File: config.mk
export PLATFORM = sky130hd
export DESIGN_NAME = mem_dump_controller
export DESIGN_NICKNAME = d
export VERILOG_FILES = /design/src/rtl/mem_dump_controller.sv
export SDC_FILE = /design/constraint.sdc
export NUM_CORES = 1
export LEC_CHECK = 0
export CAP_MARGIN = 20
export CORE_ASPECT_RATIO = 1.5
export CORE_MARGIN = 4
export CORE_UTILIZATION = 35
export DETAILED_ROUTE_END_ITERATION = 7
export GPL_ROUTABILITY_DRIVEN = 0
export PLACE_DENSITY = 0.67
export SKIP_CTS_REPAIR_TIMING = 1
export SLEW_MARGIN = 30
export SYNTH_ARGS = -nofsm -noshare
export SYNTH_HDL_FRONTEND = slang
export SYNTH_SLANG_ARGS = --single-unit
File: constraint.sdc
create_clock -name i_clock -period 2 [get_ports i_clock]
set_input_delay 0.3 -clock i_clock [delete_from_list [all_inputs] [get_ports i_clock]]
set_output_delay 0.3 -clock i_clock [all_outputs]
set_load 0.01 [all_outputs]
File: src/rtl/mem_dump_controller.sv
// mem_dump_controller
// Walks the data memory after a pipeline halt and streams each word (or only
// the dirty words) to the debug unit over a valid/ready handshake.
//
// Ports:
//   i_clock, i_soft_reset     clock, synchronous active-high reset
//   i_start, i_halt_detected  dump request; accepted only in IDLE while halted
//   o_control_address_mem     1 = memory takes its address from o_address_debug_unit
//   o_address_debug_unit      byte address of the word being read (index << 2)
//   i_dato_mem, i_bit_sucio   read data and dirty bit, valid one cycle after the address
//   o_data, o_addr, o_valid   emitted word, its byte address, and valid
//   i_ready                   consumer accept
//   o_busy, o_done, o_count   status: dump running, completion pulse, words transferred
//   o_debug                   {captured dirty flag, fsm state} for observation
//
// Handshake: o_valid is a registered state decode and never depends on i_ready.
// A transfer happens on a rising edge where o_valid & i_ready; o_data/o_addr
// stay stable while o_valid is high and i_ready is low.
module mem_dump_controller #(
  parameter int CANT_BITS_ADDR      = 12,
  parameter int CANT_BITS_REGISTROS = 32,
  parameter int RAM_DEPTH           = 1024,
  parameter int SOLO_SUCIOS         = 0
) (
  input  logic                              i_clock,
  input  logic                              i_soft_reset,
  input  logic                              i_start,
  input  logic                              i_halt_detected,
  output logic                              o_control_address_mem,
  output logic [CANT_BITS_ADDR-1:0]         o_address_debug_unit,
  input  logic [CANT_BITS_REGISTROS-1:0]    i_dato_mem,
  input  logic                              i_bit_sucio,
  output logic [CANT_BITS_REGISTROS-1:0]    o_data,
  output logic [CANT_BITS_ADDR-1:0]         o_addr,
  output logic                              o_valid,
  input  logic                              i_ready,
  output logic                              o_busy,
  output logic                              o_done,
  output logic [$clog2(RAM_DEPTH+1)-1:0]    o_count,
  output logic [3:0]                        o_debug
);

  localparam int IDX_W = $clog2(RAM_DEPTH);
  localparam int CNT_W = $clog2(RAM_DEPTH + 1);
  localparam logic [IDX_W-1:0] LAST_IDX = IDX_W'(RAM_DEPTH - 1);

  typedef enum logic [2:0] {
    IDLE    = 3'd0,
    ADDR    = 3'd1,
    CAPTURE = 3'd2,
    SEND    = 3'd3,
    DONE    = 3'd4
  } state_t;

  state_t           state, state_n;
  logic [IDX_W-1:0] idx, idx_n;
  logic [CNT_W-1:0] count, count_n;
  logic             capture;
  logic             flag_sucio;

  function automatic logic [CANT_BITS_ADDR-1:0] addr_of(input logic [IDX_W-1:0] i);
    return CANT_BITS_ADDR'({i, 2'b00});
  endfunction

  // Next-state logic. The last-index test comes before the increment, so
  // the index never wraps.
  always_comb begin
    state_n = state;
    idx_n   = idx;
    count_n = count;
    capture = 1'b0;
    case (state)
      IDLE: begin
        if (i_start && i_halt_detected) begin
          idx_n   = '0;
          count_n = '0;
          state_n = ADDR;
        end
      end
      ADDR: state_n = CAPTURE;
      CAPTURE: begin
        capture = 1'b1;
        if ((SOLO_SUCIOS == 0) || i_bit_sucio) begin
          state_n = SEND;
        end else if (idx == LAST_IDX) begin
          state_n = DONE;
        end else begin
          idx_n   = idx + IDX_W'(1);
          state_n = ADDR;
        end
      end
      SEND: begin
        if (i_ready) begin
          count_n = count + CNT_W'(1);
          if (idx == LAST_IDX) begin
            state_n = DONE;
          end else begin
            idx_n   = idx + IDX_W'(1);
            state_n = ADDR;
          end
        end
      end
      DONE: state_n = IDLE;
      default: state_n = IDLE;
    endcase
  end

  always_ff @(posedge i_clock) begin
    if (i_soft_reset) begin
      state                 <= IDLE;
      idx                   <= '0;
      count                 <= '0;
      flag_sucio            <= 1'b0;
      o_control_address_mem <= 1'b0;
      o_address_debug_unit  <= '0;
      o_data                <= '0;
      o_addr                <= '0;
    end else begin
      state <= state_n;
      idx   <= idx_n;
      count <= count_n;
      // Address select is held through the whole read/send of a word and
      // released as the sequencer leaves for DONE.
      o_control_address_mem <= (state_n == ADDR) || (state_n == CAPTURE) || (state_n == SEND);
      if (state_n == ADDR) begin
        o_address_debug_unit <= addr_of(idx_n);
      end
      if (capture) begin
        o_data     <= i_dato_mem;
        flag_sucio <= i_bit_sucio;
        o_addr     <= addr_of(idx);
      end
    end
  end

  assign o_valid = (state == SEND);
  assign o_busy  = (state != IDLE);
  assign o_done  = (state == DONE);
  assign o_count = count;
  assign o_debug = {flag_sucio, state};

endmodule

# After elaboration in Yosys (flattened, before gate mapping)
# Index checks and enable logic that the tools add are counted.
# totals
reg_bits	78
input_bits	38
output_inout_bits	75
word_cells	39
# classes
add_sub_neg	2
n_eq_ne	10
mux	12
reduce_logical	7
# ops
op	count
$mux W10	3
$mux W11	2
$pmux W11 S2	1
$pmux W10 S2	1
$eq A3 B2 Y1 const B	4
$pmux W3 S4	1
$add A11 B1 Y11 const B	1
$add A10 B1 Y10 const B	1
$eq A10 B10 Y1 const B	1
$mux W3	3
$eq A3 B1 Y1 const B	2
$eq A3 B3 Y1 const B	1
$logic_not A3 Y1	1
$reduce_and A3 Y1	1
$reduce_bool A3 Y1	1
$logic_or A1 B1 Y1	2
$ne A2 B1 Y1 const B	1
$ne A2 B2 Y1 const B	1
$reduce_bool A2 Y1	1
$logic_and A1 B1 Y1	1
$mux W1	1

# Longest topological paths before layout
# depth
depth_word	7
depth_mapped	8
depth_no_buf	6

# Worst setup path before layout
# Ideal clock, no wire load.
# synth_path
path_kind	reg2reg
from	register idx[0]
to	register o_address_debug_unit[7]
setup_ps	79
arrival_ps	1845
t_required_ps	1921
path_slack_ps	76
path_stages_with_launch	7
path_buffers	0
period_less_slack_ps	1924
path_cell_list	dfxtp_1 -> ha_1 -> nand3_1 -> o31a_4 -> nand3_1 -> mux2_4 -> a211oi_2
# synth_via
elab_chain_len	5
word_cells_on_any_way	9
classes_between	1 x add/sub; 2 x eq/ne; 6 x mux
# synth_rtl
item	line_no	text
start, declared	56	logic [IDX_W-1:0] idx, idx_n;
start signal, assigned	120	idx <= idx_n;
branches (longest 5 deep; another with $add A10 B1 Y10)	n/a	
end signal, assigned	126	o_address_debug_unit <= addr_of(idx_n);
end, declared	30	output logic [CANT_BITS_ADDR-1:0] o_address_debug_unit,
# Several ways; the timed one is not identified.
# A chain may end at the register's enable or synchronous reset.

# Worst setup path after layout
# Same ends and word-level chain as after synthesis.

==> impl_metrics.toml <==
[power_and_ir_drop]
power_frac_comb_pct = 11.4
internal_power_mw = 2.96
p_per_area_nw_per_um2 = 788
switching_share_pct = 21.9
power.switching_mw = 0.829
pwr-share-clk_pct = 45.5
vdd_ir_drop_max_mv = 0.483
p_leak_nw = 1.76
pwr-share-seq_pct = 43.1

[synth]
synthAdderAreaFrac_pct = 0.782
muxShareOfSynthArea_pct = 3.48
syn_inst = 380
synth_top_area_share_pct = 48.8
netlist_area_um2 = 3200
ys_async_sr_fraction_pct = 0
yosysWarningCount = 0
synthTopCellsByArea = "dfxtp_1, nand2_1, a21oi_1"
synth_top_family_by_area = "simple AND/OR/NAND/NOR gates"
synth_edf_count = 0
synth_compound_area_share_pct = 13.4
synth_ff_type = "dfxtp_1"
synthSimpleGateAreaFrac_pct = 26.0
synth-seq-cells = 78
ys_types = 47
synth_top_area_cell = "dfxtp_1"
seq_area_frac_synth_pct = 48.8
synth-xor-area-share_pct = 2.46
avgSynthCellArea_um2 = 8.43

[place]
dp_slack_ns = -0.00501
hpwl_mm = 6.14
port_buffers = 108
post_dp_cell_area_um2 = 4480

[sta]
hold_viol_final = 0
rsz0062_at_grt = "no"
setup_violations = 0
period_share_pct = 93.6
tightest_slew_ns = 0.723
skew_ns = 0.00542
setup_ws_ns = 0.127
fmax_mhz = 534
final_max_slew_viol_count = 0
relSlewSlack_pct = 51.8
fin_crit_ns = 1.87

[cts]
cts_htree_levels = 3
clk_pin_slew_ns = 0.06
cts_made_buffers = 9
clock_path_buffers = 2
cts-root-buf = "clkbuf_16"
cts_tree = "yes"
insertion_delay_ns = 0.33
cts.sinks = 78

[critical_path]
crit_start = "idx[0]$_SDFF_PP0_"
cp_slowest_stage_delay_ns = 0.42
cp-end-kind = "flop"
worstPathArrival_ns = 2.12
r2r_cells = 6
worstReg2RegStart = "idx[0]$_SDFF_PP0_"
cp_common_cell = "nand3_1"
required_ns = 2.25
reg2reg_to = "o_address_debug_unit[7]$_SDFFE_PP0N_"
worstSetupPathType = "reg2reg"
crit_chain = "ha_1 > nand3_1 > o31a_4 > nand3_1 > mux2_4 > a211oi_2"
crit_fanout = 4
cpMaxStageDelayCell = "o31a_4"
r2r_slack_ns = 0.13
worstSetupStartpointType = "flop"

[floorplanning]
rows = 42
num_io_pins = 113
dieArea_um2 = 10800
fp.dieH_um = 125
core-area_um2 = 8880
dieWidth_um = 86.1
initial_utilization_pct = 36.1

[routing]
post_drt_wl_per_cell_um = 13.7
drtIter0Drc = 127
viasPerCell = 4.80
wl_mm = 8.40
vias = 2954
drtAntennaViolNets = 0
drc = 0
first_pass_iters = 4

[global_routing]
grt_pass1_vias = 2877
antenna_found_initial = 0
overflow = 0
grt_max_degree = 66
grt_usage_pct = 15.7
grt_pass1_wl_mm = 13.5

[finish]
stdcell_area_um2 = 4800
final_nets = 540
syn2layout_area_growth_pct = 50.0
n_antenna_cell = 0
drive_gt1_share_pct = 11.7

[worst_hold_path]
min_path_cells = 4
hp-start = "i_soft_reset"
hold_path_end = "idx[0]$_SDFF_PP0_"
min_path_type = "in2reg"

[outcome]
status = "finished, final reports clean"

[flow_run]
maxCapViolCount = 0
==> final cells by class <==
type / count / area, µm²
clock inverters: 3 / 67.6
inverters: 2 / 7.51
flip-flops and latches: 78 / 1560
repair buffers: 132 / 1280
clock buffers: 13 / 250
well taps: 110 / 138
fillers: 831 / 4080
multi-input cells: 277 / 1490
==> registers in the layout (all words and copies together), names as in the netlist <==
register	count
o_data	32
o_count	11
idx	10
o_addr	10
o_address_debug_unit	10
state	3
flag_sucio	1
o_control_address_mem	1
==> placed cells by master, fill, tap and decap left out, drive strengths merged, types with 7 or more instances in the layout <==
cell type	count
mux2i	7
clkbuf	13
nand4	7
dfxtp	78
nand3	8
clkdlybuf4s50	106
buf	25
nand2	103
nor2	40
a21oi	48
==> cells by family after synthesis <==
group / count (synthesis)
simple gates: 185
fa+ha+maj: 2
buf+inv: 28
xor+xnor: 9
flops: 78
other cells: 1
mux: 10
compound gates: 67
==> worst max-delay path: cells and delay by family (launching register included) <==
kind | cells | cell delay (ns)
AOI/OAI and AO/OA | 2 | 0.62
and+or+nand+nor | 2 | 0.29
adders and majority gates | 1 | 0.23
muxes | 1 | 0.32
DFF | 1 | 0.35
==> synthesized netlist by cell type (all sizes together), types with 3 or more instances <==
cell	count
nand2	103
dfxtp	78
a21oi	48
nor2	40
clkbuf	16
buf	10
nand3	8
mux2i	7
nand4	7
a211oi	6
and2	6
o21ai	6
xor2	6
nor3	5
nor2b	4
mux2	3
nor4	3
xnor2	3
==> power groups by stage <==
stage	clock network [mW]	logic [mW]	registers, mW
2_1_floorplan	0	0.188	1.68
3_3_place_gp	0	0.430	1.67
3_5_place_dp	0	0.436	1.67
4_1_cts	1.78	0.439	1.63
5_1_grt	1.84	0.467	1.64
6_report	1.72	0.432	1.63
==> per-layer routing <==
layer	vias to the layer above	track usage, %	share of wire (%)	routed length, µm
li1	1503	-	-	-
met1	1372	16.6	39	3260
met2	67	28.5	54	4550
met3	12	4.08	5.0	418
met4	0	6.90	2.0	164
met5	-	0	0	0
==> stage by stage <==
step           hold slack (ns)  instances  setup TNS (ns)  utilization [%]  total power [mW]
2_1_floorplan            0.436        383               0                -              1.87
3_3_place_gp             0.441        599               0             50.5              2.10
5_1_grt                  0.401        615               0             54.1              3.95
3_5_place_dp             0.446        599        -0.00879             50.5              2.10
4_1_cts                  0.358        615               0             54.0              3.85
6_report                 0.371        615               0             54.1              3.79
==> how the worst max path moves through the flow <==
stage	to	slack, ns	cells after the start
after floorplan	o_address_debug_unit[7]$_SDFFE_PP0N_	0.08	6
after global placement	o_address_debug_unit[7]$_SDFFE_PP0N_	0.02	7
after detailed placement	o_address_debug_unit[5]$_SDFFE_PP0N_	-0.005	7
after CTS	o_busy	0.02	4
after global routing	o_address_debug_unit[7]$_SDFFE_PP0N_	0.03	5
final	o_address_debug_unit[7]$_SDFFE_PP0N_	0.13	6
Note: power is estimated with default switching activity, not from simulation.
